**src/rtl/sram_arb_pkg.sv**
```systemverilog
// Shared types and constants for the two-port SRAM arbiter.
package sram_arb_pkg;

  typedef enum logic [1:0] {
    ST_IDLE   = 2'd0,
    ST_ACCESS = 2'd1,
    ST_DONE   = 2'd2
  } sarb_state_e;

  localparam logic PORT_CORE = 1'b0;
  localparam logic PORT_DBG  = 1'b1;

  // Access-cycle counter width; bounds ACC_CYCLES to 1..15.
  localparam int CNT_W = 4;

endpackage

```
**src/rtl/sram_arb_rr.sv**
```systemverilog
// Two-way request picker: round-robin against the last owner, or port 1
// always winning ties when fixed priority is selected.
module sram_arb_rr
  import sram_arb_pkg::*;
(
  input  logic [1:0] req,
  input  logic       last,
  input  logic       fixed,
  output logic       gnt_valid,
  output logic       gnt_idx
);

  always_comb begin
    gnt_valid = |req;
    gnt_idx   = PORT_CORE;
    case (req)
      2'b01:   gnt_idx = PORT_CORE;
      2'b10:   gnt_idx = PORT_DBG;
      2'b11:   gnt_idx = fixed ? PORT_DBG : ~last;
      default: gnt_idx = PORT_CORE;
    endcase
  end

endmodule

```
**src/rtl/sram_arbiter.sv**
```systemverilog
// Shares one async SRAM between the core (port 0) and JTAG debug (port 1);
// one latched access at a time, sram_en held for ACC_CYCLES, then an ack.
//
//  state     | meaning
//  ST_IDLE   | waiting for a request; arbitrates and latches the winner
//  ST_ACCESS | sram_en high, counter running down to terminal count
//  ST_DONE   | owner's ack pulses with read data, bus released
module sram_arbiter
  import sram_arb_pkg::*;
#(
  parameter int ADDR_W     = 16,
  parameter int DATA_W     = 16,
  parameter int ACC_CYCLES = 1,
  parameter int FIXED_PRIO = 0
) (
  input  logic              sarb_clk,
  input  logic              sarb_rst,
  input  logic              p0_req,
  input  logic              p0_wr,
  input  logic [ADDR_W-1:0] p0_addr,
  input  logic [DATA_W-1:0] p0_wdata,
  output logic              p0_ack,
  output logic [DATA_W-1:0] p0_rdata,
  input  logic              p1_req,
  input  logic              p1_wr,
  input  logic [ADDR_W-1:0] p1_addr,
  input  logic [DATA_W-1:0] p1_wdata,
  output logic              p1_ack,
  output logic [DATA_W-1:0] p1_rdata,
  output logic [ADDR_W-1:0] sram_addr,
  output logic [DATA_W-1:0] sram_wdata,
  output logic              sram_oe,
  input  logic [DATA_W-1:0] sram_rdata,
  output logic              sram_wr,
  output logic              sram_en,
  output logic              sarb_busy,
  output logic              sarb_owner
);

  if (ACC_CYCLES < 1 || ACC_CYCLES > 15) begin : g_acc_range_error
    $error("sram_arbiter: ACC_CYCLES must be in 1..15");
  end

  localparam logic [CNT_W-1:0] CNT_LOAD = CNT_W'(ACC_CYCLES - 1);

  sarb_state_e      state;
  logic [CNT_W-1:0] cnt;
  logic             gnt_valid;
  logic             gnt_idx;

  sram_arb_rr u_rr (
    .req       ({p1_req, p0_req}),
    .last      (sarb_owner),
    .fixed     (FIXED_PRIO != 0),
    .gnt_valid (gnt_valid),
    .gnt_idx   (gnt_idx)
  );

  always_ff @(posedge sarb_clk) begin
    if (sarb_rst) begin
      state      <= ST_IDLE;
      cnt        <= '0;
      sram_en    <= 1'b0;
      sram_wr    <= 1'b0;
      sram_oe    <= 1'b0;
      sram_addr  <= '0;
      sram_wdata <= '0;
      p0_ack     <= 1'b0;
      p1_ack     <= 1'b0;
      p0_rdata   <= '0;
      p1_rdata   <= '0;
      sarb_busy  <= 1'b0;
      sarb_owner <= PORT_DBG;
    end else begin
      p0_ack <= 1'b0;
      p1_ack <= 1'b0;
      case (state)
        ST_IDLE: begin
          if (gnt_valid) begin
            state      <= ST_ACCESS;
            sarb_busy  <= 1'b1;
            sarb_owner <= gnt_idx;
            cnt        <= CNT_LOAD;
            sram_en    <= 1'b1;
            sram_addr  <= (gnt_idx == PORT_DBG) ? p1_addr  : p0_addr;
            sram_wdata <= (gnt_idx == PORT_DBG) ? p1_wdata : p0_wdata;
            sram_wr    <= (gnt_idx == PORT_DBG) ? p1_wr    : p0_wr;
            sram_oe    <= (gnt_idx == PORT_DBG) ? p1_wr    : p0_wr;
          end
        end
        ST_ACCESS: begin
          if (cnt == '0) begin
            state   <= ST_DONE;
            sram_en <= 1'b0;
            sram_wr <= 1'b0;
            sram_oe <= 1'b0;
            // Writes leave the owner's rdata register untouched.
            if (!sram_wr) begin
              if (sarb_owner == PORT_DBG) p1_rdata <= sram_rdata;
              else                        p0_rdata <= sram_rdata;
            end
            if (sarb_owner == PORT_DBG) p1_ack <= 1'b1;
            else                        p0_ack <= 1'b1;
          end else begin
            cnt <= cnt - 1'b1;
          end
        end
        ST_DONE: begin
          state     <= ST_IDLE;
          sarb_busy <= 1'b0;
        end
        default: begin
          state     <= ST_IDLE;
          sarb_busy <= 1'b0;
          sram_en   <= 1'b0;
          sram_wr   <= 1'b0;
          sram_oe   <= 1'b0;
        end
      endcase
    end
  end

endmodule

```
**config.mk**
```make
export PLATFORM = sky130hd
export DESIGN_NAME = sram_arbiter
export DESIGN_NICKNAME = d
export VERILOG_FILES = /design/src/rtl/sram_arb_pkg.sv /design/src/rtl/sram_arb_rr.sv /design/src/rtl/sram_arbiter.sv
export SDC_FILE = /design/constraint.sdc
export NUM_CORES = 1
export LEC_CHECK = 0
export CORE_ASPECT_RATIO = 2
export CORE_MARGIN = 5
export CORE_UTILIZATION = 40
export CTS_CLUSTER_SIZE = 20
export DETAILED_ROUTE_END_ITERATION = 12
export GPL_ROUTABILITY_DRIVEN = 0
export PLACE_DENSITY_LB_ADDON = 0.15
export SKIP_LAST_GASP = 1
export SLEW_MARGIN = 20
export SYNTH_ARGS = -nofsm -noshare
export SYNTH_HDL_FRONTEND = slang
export SYNTH_SLANG_ARGS = --single-unit
```
**constraint.sdc**
```tcl
create_clock -name sarb_clk -period 2.1 [get_ports sarb_clk]
set_clock_uncertainty 0.05 [all_clocks]
set_input_delay 0.525 -clock sarb_clk [delete_from_list [all_inputs] [get_ports sarb_clk]]
set_output_delay 0.525 -clock sarb_clk [all_outputs]
set_load 0.005 [all_outputs]
```
# Word-level counts from Yosys, hierarchy flattened
# Cells that the tools add are included.
# classes
reduce_logical	12
add_sub_neg	1
n_bitwise	5
eq_ne	7
muxes	18
# op_table
cell	count
16-bit two-way mux	2
4-bit two-way mux	2
4-bit one-hot mux with 2 select lines	1
4-bit AND reduction	2
2-bit == test (second input constant)	3
1-bit two-way mux	6
2-bit != test (second input constant)	3
1-bit one-hot mux with 3 select lines	2
2-bit AND reduction	3
3-bit AND reduction	2
1-bit inverter	5
4-bit zero test	1
2-bit two-way mux	2
1-bit one-hot mux with 2 select lines	2
2-bit one-hot mux with 2 select lines	1
4-bit by 1-bit subtractor with 4-bit output (second input constant)	1
3-bit OR reduction	1
2-bit by 1-bit == test with 1-bit output (second input constant)	1
2-bit zero test	1
2-bit nonzero test	1
2-bit OR reduction	1
# word_totals
wordCells	55
out_inout_bits	71
reg_bits	76
in_bits	86

# Longest topological paths before layout
# Gate-level depths: netlist (run 1).
# logic_depth
depth_word	5
ltp_mapped	7
mapped_depth_nobuf	5

# Hierarchy
# A second synthesis (run 1) with hierarchy kept.
# unflattened
cells_unflattened	357
hier_area_um2	3254.4
# by_module_without_submodules
mod	instances	area_each_um2	cells_each	seq_area_each_um2
sram_arbiter	1	3236.9	354	1521.5
sram_arb_rr	1	17.5	3	0.0

# Least setup slack after synthesis (run 1)
# Ideal clock, no wire load.
# synth_path
path_type	in2reg
start	input port sarb_rst
end	register sram_wdata[10]
required_time_ns	1.980
setup_time_ns	0.070
path_slack_ns	0.555
t_arrival_ns	1.425
cell_stages	5
path_buffers	3
path_cell_list	clkbuf_1 -> or3_1 -> buf_6 -> buf_8 -> o2bb2ai_1
# synth_lines
element	line_no	text
start, declared	sram_arbiter.sv:17	input logic sarb_rst,
end signal, assigned	sram_arbiter.sv:86	sram_wdata <= (gnt_idx == PORT_DBG) ? p1_wdata : p0_wdata;
end, declared	sram_arbiter.sv:31	output logic [DATA_W-1:0] sram_wdata,

# Worst setup path in the final report (run 1)
# layout_path
start	register sarb_owner
end	output port sarb_owner
# layout_lines
element	line_no	text
start, declared	sram_arbiter.sv:37	output logic sarb_owner
start signal, assigned	sram_arbiter.sv:82	sarb_owner <= gnt_idx;
# No word-level cell between the ends.

==> results of run 1 <==
## stage by stage
step	hold slack [ns]	TNS [ns]	total power, mW
global route	0.428	0	4.00
global placement	0.393	0	2.42
finish	0.409	0	3.83
CTS	0.413	0	3.87
floorplan	0.406	0	1.96
detailed placement	0.396	-0.0261	2.43
## layout make-up
cell class | instances | area [um2]
fill | 652 | 2530
timing repair buffer | 169 | 1710
sequential | 76 | 1520
multi-input combinational | 206 | 1420
clock buffer | 15 | 278
tap | 94 | 118
inverter | 4 | 15.0
clock inverter | 1 | 5.00
## how the worst max path moves through the flow
stage	start	end	slack [ns]	depth (start not counted)
floorplan	sarb_rst	sram_wdata[10]	0.55	5
global placement	p0_req	sram_wdata[8]	0.05	5
detailed placement	p1_req	sram_wr	-0.02	5
CTS	sarb_owner	sarb_owner	0.12	1
global route	sram_wr	sram_oe	0.09	1
finish	sarb_owner	sarb_owner	0.14	1
## registers in the layout, indices dropped and copies added (netlist names)
register    cells
sram_en         1
p1_rdata       16
p1_ack          1
sarb_busy       1
sram_wdata     16
sarb_owner      1
sram_addr      16
p0_ack          1
cnt             4
sram_wr         1
p0_rdata       16
state           2
## per-layer routing
| layer | share of wire (%) | vias up | global-route usage [%] |
|---|---|---|---|
| li1 | - | 1473 | - |
| met1 | 37 | 1419 | 20.9 |
| met2 | 53 | 127 | 36.9 |
| met3 | 8.6 | 9 | 6.63 |
| met4 | 1.5 | 0 | 6.37 |
| met5 | 0 | - | 0 |
## placed cells by master, fill, tap and decap left out, drive strengths merged
cell type	n
a211oi	1
a21boi	2
a21oi	40
and2	1
and3	1
and4bb	1
buf	13
clkbuf	15
clkdlybuf4s50	156
clkinv	1
dfxtp	76
ha	1
inv	4
mux2i	33
nand2	2
nand2b	2
nand3	32
nand4bb	1
nor2	2
nor3	2
nor3b	2
nor4	1
o21ai	33
o21ba	1
o21bai	1
o221ai	3
o22a	1
o2bb2ai	32
o32ai	1
or2	3
or3	5
or3b	1
or4	1
## cell families after synthesis
| logic type | count (synthesis) | share of synthesized area (%) |
|---|---|---|
| DFF | 76 | 48.7 |
| muxes | 33 | 10.6 |
| AOI/OAI and AO/OA | 115 | 23.4 |
| and+or+nand+nor | 57 | 10.7 |
| adders and majority gates | 1 | 0.401 |
| buffers and inverters | 34 | 6.25 |
## power by group through the flow
| stage | logic, mW | registers, mW | clock network [mW] |
|---|---|---|---|
| after floorplan | 0.315 | 1.64 | 0 |
| final | 0.786 | 1.61 | 1.43 |
| after global routing | 0.845 | 1.63 | 1.52 |
| after CTS | 0.795 | 1.61 | 1.46 |
| after detailed placement | 0.791 | 1.64 | 0 |
| after global placement | 0.778 | 1.64 | 0 |
## synth_stat cells (all sizes together) (2+ instances only)
| cell type | count | area share [%] |
|---|---|---|
| nor3 | 2 | 0.48 |
| o221ai | 3 | 0.84 |
| o21ai | 33 | 5.3 |
| clkbuf | 9 | 1.1 |
| or3 | 5 | 1.0 |
| nand3 | 32 | 5.1 |
| inv | 4 | 0.48 |
| o2bb2ai | 32 | 9.0 |
| buf | 21 | 4.7 |
| a21oi | 40 | 6.4 |
| nand2 | 2 | 0.24 |
| nand2b | 2 | 0.40 |
| dfxtp | 76 | 49 |
| or2 | 3 | 0.68 |
| a21boi | 2 | 0.48 |
| nor2 | 2 | 0.24 |
| nor3b | 2 | 0.64 |
| mux2i | 33 | 11 |
==> key figures, run 1 <==
Clock network
  – CTS Sinks: 76
  – H-tree levels: 3
  – Setup repair bufs after CTS: 0
  – Reg clk slew, reported paths: 0.05 ns
  – Clock buffer count from CTS: 9
  – Post-CTS sizing: 0
  – CTS Hold Bufs: 0
  – Clock Tree Root: clkbuf_16
  – TritonCTS clock tree: built
  – Max Root-Sink Buffers: 2
  – Clock Latency Late Sink: 0.32 ns

Worst setup path
  – WS Path Type: reg -> out
  – Flop-to-flop setup slack: 0.40 ns
  – RR Endpoint: p0_rdata[13]
  – Critical Path, Cell by Cell: clkdlybuf4s50_1
  – WP data required: 1.52 ns
  – CP Capture Type: primary output
  – Critical Path AT: 1.39 ns
  – Critical path fanouts, max: 5
  – R2R depth: 4
  – Crit path buf inv count: 1
  – Slowest cell on the critical path: clkdlybuf4s50_1
  – Critical path startpoint category: flip-flop
  – Kind of cell adding the most delay to the critical path: buffers and inverters
  – Reg-to-reg critical path startpoint: sarb_owner
  – Critical path's largest stage delay: 0.58 ns

Timing
  – Minimum clock period: 1.96 ns
  – Tcrit/Tclk final: 93.5%
  – Slew of the pin with the lowest slew margin: 0.701 ns
  – RSZ-0062 raised after global routing: false
  – Max Freq: 509 MHz
  – Final Slew Violations: 0
  – Relative slew margins: 53.2%
  – Final setup fails: 0
  – Hold Vio Cnt, Final: 0
  – Setup ws final: 0.136 ns

GRT
  – Overflow after GRT: 0
  – Total track usage: 20.1%
  – First-pass GRT wire length: 15500 um
  – Number of global-route vias before repair: 3062
  – Largest net degree at the start of global routing: 35
  – Antenna violations before repair: 0

Power
  – Pwr Density: 756 nW/um2
  – Seq pwr share: 42.1%
  – NetSw: 924 uW
  – Maximum vdd drop: 0.000571 V
  – Share of total power in combinational logic: 20.5%
  – Static Leak: 1.80 nW
  – Pint: 2.91 mW
  – Clock share of power: 37.4%
  – Sw Ratio: 24.1%

Final layout
  – Post-layout util: 66.7%
  – P&R area growth vs syn: 62.3%
  – Share of layout cells above drive strength 1: 7.22%
  – Finished Layout Cells: 565
  – Design Area, Final: 5070 um2
  – Number of diodes: 0
  – Nets: 553

Die
  – Io pins: 157
  – Die width: 72.5 um
  – Die area: 9780 um2
  – Starting Density: 41.1%
  – Die height: 135 um
  – Core area: 7600 um2
  – Placement Rows: 45

Drt
  – Antenna-violating nets left: 0
  – Vias: 3028
  – First-pass iteration count of the detailed router: 4
  – DRT Wirelength: 9980 um
  – DRC Markers: 0
  – WL/cell: 17.7 um
  – Via density: 5.36
  – 1st-iter DRT viols: 80

Worst hold path
  – Min-delay src: sram_addr[10]
  – Worst Hold End: sram_addr[10]
  – Hold depth: 1
  – Min-Delay Path Class: reg -> reg

Yosys
  – Syn Inst Count: 316
  – Prevailing post-synth register cell: dfxtp_1
  – Post-synth EDFFs: 0
  – Cell variety after synth: 40
  – Synth Net Count: 403
  – YS warnings: 0
  – Register area share after synthesis: 48.7%
  – Flops & latches, synth: 76
  – Synth async-reset ratio: 0%
  – Mean Syn Cell Area: 9.88 um2
  – Synthesized area: 3120 um2

Status
  – Status: finished clean

Placement
  – Final HPWL DP: 7550 um
  – Port Buffers: 156
  – Area post-placement: 4780 um2
  – Placed Cells: 549
  – Pre-CTS setup slack: -0.0237 ns

Flow run
  – Max-cap violations: 0
No activity file was read; power rests on OpenSTA's default activity.
==> run 2, diff against run 1 <==
- REMOVE_ABC_BUFFERS: not set -> 1
==> run 2 against run 1 <==
Die area did not move. Final cell count is 0.35% lower. Cell area grew 0.77%. Critical path depth is the same. Hold slack worse by 0.0017 ns. Setup slack better by 0.036 ns. Global-route usage shrank 0.32 points. Sequential share of layout area down 0.23 points. Sequential power about the same.
==> key figures, run 2 (synthesized netlist as in run 1, its figures left out) <==
Drt
  – Via density: 5.37
  – Top Metal Used: met4
  – WL/cell: 17.2 um
  – DRT Wirelength: 9670 um
  – Antenna-violating nets left: 0
  – First-pass iteration count of the detailed router: 4
  – Met1 WL: 3820 um
  – Detail Route met2 WL: 4800 um
  – 1st-iter DRT viols: 137
  – Vias: 3026
  – DRC Markers: 0
  – WL met3: 921 um

Power
  – NetSw: 948 uW
  – Clock share of power: 41.6%
  – Seq pwr share: 39.3%
  – Pint: 3.14 mW
  – Maximum vdd drop: 0.000506 V
  – Pwr Density: 800 nW/um2
  – Static Leak: 1.82 nW
  – Sw Ratio: 23.2%
  – Share of total power in combinational logic: 19.1%

Final layout
  – Most common cell after layout, fill and taps aside: clkdlybuf4s50_1
  – Multi-input gate area: 1420 um2
  – Share of layout cells above drive strength 1: 7.46%
  – Area occupied by registers: 1520 um2
  – Finished Layout Cells: 563
  – Filler cells: 620
  – Number of diodes: 0
  – Nets: 551
  – P&R area growth vs syn: 63.5%
  – Most frequent cells in the layout: 156 x clkdlybuf4s50_1, 76 x dfxtp_1, 39 x a21oi_1

Clock network
  – CTS Hold Bufs: 0
  – Setup repair bufs after CTS: 0
  – Post-CTS sizing: 0
  – H-tree levels: 3
  – Reg clk slew, reported paths: 0.06 ns
  – TritonCTS clock tree: built
  – Max Root-Sink Buffers: 2
  – Clock buffer count from CTS: 9
  – CTS Sinks: 76
  – Clock Tree Root: clkbuf_16
  – Clock Latency Late Sink: 0.33 ns

Timing
  – Fin Setup TNS: 0 ns
  – Tcrit/Tclk final: 91.9%
  – Final setup fails: 0
  – Final Slew Violations: 0
  – Setup ws final: 0.171 ns
  – Max Freq: 518 MHz
  – RSZ-0062 raised after global routing: false
  – Minimum clock period: 1.93 ns
  – Hold Vio Cnt, Final: 0
  – Slew of the pin with the lowest slew margin: 0.708 ns
  – Relative slew margins: 52.7%

Worst setup path
  – Critical Path AT: 1.35 ns
  – Critical path startpoint category: flip-flop
  – Critical Path, Cell by Cell: clkdlybuf4s50_1
  – Slowest cell on the critical path: clkdlybuf4s50_1
  – Crit path buf inv count: 1
  – WP data required: 1.52 ns
  – CP Capture Type: primary output
  – WS Path Type: reg -> out
  – Kind of cell adding the most delay to the critical path: buffers and inverters
  – Critical path's largest stage delay: 0.56 ns
  – Critical path fanouts, max: 7

Die
  – Die width: 72.5 um
  – Core area: 7600 um2
  – Io pins: 157
  – Die area: 9780 um2
  – Starting Density: 41.1%
  – Placement Rows: 45
  – Die height: 135 um

GRT
  – Total track usage: 19.7%
  – Largest net degree at the start of global routing: 44
  – First-pass GRT wire length: 15200 um
  – Overflow after GRT: 0
  – Antenna violations before repair: 0
  – Number of global-route vias before repair: 3053

Placement
  – Pre-CTS setup slack: 0.0128 ns
  – Port Buffers: 156
  – Final HPWL DP: 6950 um
  – Placed Cells: 547

Worst hold path
  – Min-Delay Path Class: reg -> reg

Flow run
  – Max-cap violations: 0

Status
  – Status: finished clean
==> run 2: cell types whose count changed in the layout (fill, tap and decap cells not counted) <==
cell	before	now
bufinv_16	0	2
buf_4	9	7
clkinv_2	1	2
clkbuf_1	3	0
==> run 2: worst register-to-register path, delay by kind of cell, from the launching register on <==
kind / cells / cell delay, ns
simple gates: 2 / 0.71
flops: 1 / 0.38
fa+ha+maj: 1 / 0.23
compound gates: 1 / 0.19
buf+inv: 1 / 0.06
==> run 2: final timing paths <==
path	from	end	slack, ns	cells after the start
hold / removal	sram_wdata[4]	sram_wdata[4]	0.41	1
hold reg to reg	sram_wdata[4]	sram_wdata[4]	0.41	1
setup / recovery	sram_wr	sram_oe	0.17	1
setup reg to reg	cnt[0]	cnt[3]	0.41	5
==> run 2: layout make-up <==
class                   count  share of cell area (%)
repair buffers            167                    33.2
clock buffers              12                    5.22
clock inverters             4                    1.37
flip-flops and latches     76                    29.8
multi-input cells         206                    27.8
inverters                   4                   0.294
well taps                  94                    2.30
==> run 2: power by group through the flow <==
stage	Clock (mW)	Combinational [mW]	Sequential [mW]
finish	1.70	0.779	1.61
global route	1.81	0.838	1.62
CTS	1.74	0.791	1.61
detailed placement	0	0.786	1.64
global placement	0	0.779	1.64
floorplan	0	0.270	1.64
==> run 2: routing by layer <==
metal | up-vias | global-route usage (%)
met5 | - | 0
met4 | 0 | 6.47
met3 | 11 | 7.45
met2 | 132 | 33.2
met1 | 1415 | 22.7
li1 | 1468 | -
==> run 2: per-stage QoR <==
step	total power [mW]	cell area (um2)	utilization, %	hold slack, ns
floorplan	1.91	2940	-	0.406
global placement	2.41	4770	62.7	0.393
detailed placement	2.42	4770	62.7	0.396
CTS	4.14	5110	67.2	0.414
global route	4.27	5110	67.2	0.432
finish	4.09	5110	67.2	0.408
==> run 3, diff against run 2 <==
- ABC_AREA: not set -> 1
- CORE_ASPECT_RATIO: 2 -> not set
- CORE_UTILIZATION: 40 -> 41
==> run 3 against run 2 <==
Critical path depth stayed put. Setup slack improved by 0.0089 ns. Die area grew 2.9%. Wire length is 1.4% higher. Utilization decreased by 3.1 points. Final cell count up 33%. Synthesized cell count is 56% higher. Sequential share of layout area down 0.46 points. Cell area is 1.6% higher. Largest power group is now registers. Global-route usage is 0.25 points higher. Register-to-register slack improved by 0.17 ns.
==> key figures, run 3 <==
Die
  – Core area: 8090 um2
  – Starting Density: 41.4%
  – Die area: 10100 um2
  – Placement Rows: 33
  – Die height: 100 um
  – Die width: 100 um
  – Io pins: 157

Placement
  – Port Buffers: 156
  – Final HPWL DP: 7020 um
  – Placed Cells: 733
  – Area post-placement: 4990 um2

Yosys
  – Register area share after synthesis: 45.5%
  – Most common cell in the synthesized netlist: nand2_1
  – Synth top area share: 45.5%
  – Cell variety after synth: 25
  – Most frequent cells after synthesis: 206 x nand2_1, 76 x dfxtp_1, 41 x nor2_1
  – Post-synth EDFFs: 0
  – Synthesized area: 3350 um2
  – Syn Inst Count: 492
  – Synth area leader: dfxtp_1
  – Prevailing post-synth register cell: dfxtp_1
  – Flops & latches, synth: 76
  – Synth async-reset ratio: 0%
  – YS warnings: 0
  – Synth area leaders: dfxtp_1 45%, nand2_1 23%, nand4_1 6.0%
  – Mean Syn Cell Area: 6.80 um2

Worst setup path
  – Crit path buf inv count: 1
  – Critical path startpoint category: flip-flop
  – WP data required: 1.52 ns
  – Critical Path, Cell by Cell: clkdlybuf4s50_1
  – Kind of cell adding the most delay to the critical path: buffers and inverters
  – Critical path fanouts, max: 6
  – Critical Path AT: 1.34 ns
  – CP Capture Type: primary output
  – Critical path's largest stage delay: 0.56 ns
  – Slowest cell on the critical path: clkdlybuf4s50_1
  – WS Path Type: reg -> out
  – Flop-to-flop setup slack: 0.58 ns

Drt
  – Via density: 4.82
  – Vias: 3611
  – DRC Markers: 0
  – WL/cell: 13.1 um
  – First-pass iteration count of the detailed router: 5
  – DRT Wirelength: 9800 um
  – 1st-iter DRT viols: 102
  – Antenna-violating nets left: 0

Clock network
  – Post-CTS sizing: 0
  – TritonCTS clock tree: built
  – Clock Latency Late Sink: 0.34 ns
  – Setup repair bufs after CTS: 0
  – CTS Hold Bufs: 0
  – H-tree levels: 3
  – Max Root-Sink Buffers: 2
  – Clock Tree Root: clkbuf_8
  – Clock buffer count from CTS: 9
  – CTS Sinks: 76
  – Reg clk slew, reported paths: 0.08 ns

Final layout
  – Area occupied by registers: 1520 um2
  – Finished Layout Cells: 749
  – Number of diodes: 0
  – Multi-input gate area: 1560 um2
  – Nets: 726
  – Most common cell after layout, fill and taps aside: nand2_1
  – Most frequent cells in the layout: 206 x nand2_1, 156 x clkdlybuf4s50_1, 76 x dfxtp_1
  – Design Area, Final: 5190 um2
  – Share of layout cells above drive strength 1: 6.21%
  – Filler cells: 721
  – P&R area growth vs syn: 55.0%

GRT
  – Largest net degree at the start of global routing: 52
  – Overflow after GRT: 0
  – Number of global-route vias before repair: 3557
  – First-pass GRT wire length: 16400 um
  – Total track usage: 20.0%
  – Antenna violations before repair: 0

Timing
  – Slew of the pin with the lowest slew margin: 0.642 ns
  – Fin Setup TNS: 0 ns
  – Tcrit/Tclk final: 91.4%
  – Min Hold Slack: 0.402 ns
  – Final Slew Violations: 0
  – Minimum clock period: 1.92 ns
  – Relative slew margins: 57.2%
  – RSZ-0062 raised after global routing: false
  – Max Freq: 521 MHz
  – Hold Vio Cnt, Final: 0
  – Final setup fails: 0

Power
  – Maximum vdd drop: 0.000397 V
  – Total power: 4.59 mW
  – Pwr Density: 885 nW/um2
  – Static Leak: 2.30 nW

Worst hold path
  – Min-Delay Path Class: reg -> reg

Flow run
  – Max-cap violations: 0

Status
  – Status: finished clean
==> run 3: cell count changes in the layout (fill, tap and decap cells not counted), moves of 6 or more <==
cell | previous run | this run
nand2_1 | 2 | 206
nor2_1 | 2 | 41
mux2i_1 | 33 | 0
nand4_1 | 0 | 32
o2bb2ai_1 | 32 | 0
o21ai_0 | 29 | 5
inv_1 | 4 | 23
a21oi_1 | 39 | 21
clkbuf_16 | 9 | 0
clkbuf_8 | 3 | 9
==> run 3: final timing paths <==
check	start	endpoint	depth (start not counted)
worst max-delay path	sram_wr	sram_wr	1
worst max register to register	cnt[0]	p1_rdata[10]	8
worst min-delay path	sram_addr[0]	sram_addr[0]	2
worst min register to register	sram_addr[0]	sram_addr[0]	2
==> run 3: where the power goes <==
part	internal, mW	switching, mW	total [mW]
Clock	0.555	0.564	1.12
Sequential	1.68	0.143	1.82
Combinational	0.792	0.855	1.65
==> run 3: final cells by class <==
| cell class | count | share of cell area (%) |
|---|---|---|
| Timing Repair Buffer | 167 | 32.2 |
| Multi-Input combinational cell | 356 | 30.0 |
| Sequential cell | 76 | 29.3 |
| Tap cell | 105 | 2.53 |
| Clock buffer | 9 | 2.39 |
| Inverter | 29 | 2.10 |
| Clock inverter | 7 | 1.45 |
==> run 3: logic make-up (layout without fill, tap and decap cells) <==
group / after synthesis / after routing / synth area share (%)
AND/OR/NAND/NOR: 328 / 328 / 42.0
flip-flops: 76 / 76 / 45.5
buffers and inverters: 60 / 212 / 8.04
AO/OA/AOI/OAI: 27 / 27 / 4.15
adder cells (fa/ha/maj): 1 / 1 / 0.374
==> run 3: worst min-delay path, stage by stage, from the launching register on <==
cell and delay [ns]:
dfxtp_1 0.31, nand2_1 0.06, nand2_1 0.04
==> run 3: metrics by stage <==
step	utilization, %	setup slack [ns]
4_1_cts	64.1	0.153
2_1_floorplan	-	0.180
6_report	64.1	0.180
3_5_place_dp	61.6	0.102
3_3_place_gp	61.6	0.147
5_1_grt	64.1	0.105
==> run 3: per-layer routing <==
layer | vias up | track usage (%) | part of all wire (%)
li1 | 1859 | - | -
met1 | 1619 | 23.6 | 42
met2 | 125 | 32.7 | 46
met3 | 8 | 8.69 | 11
met4 | 0 | 6.42 | 1.1
met5 | - | 0 | 0
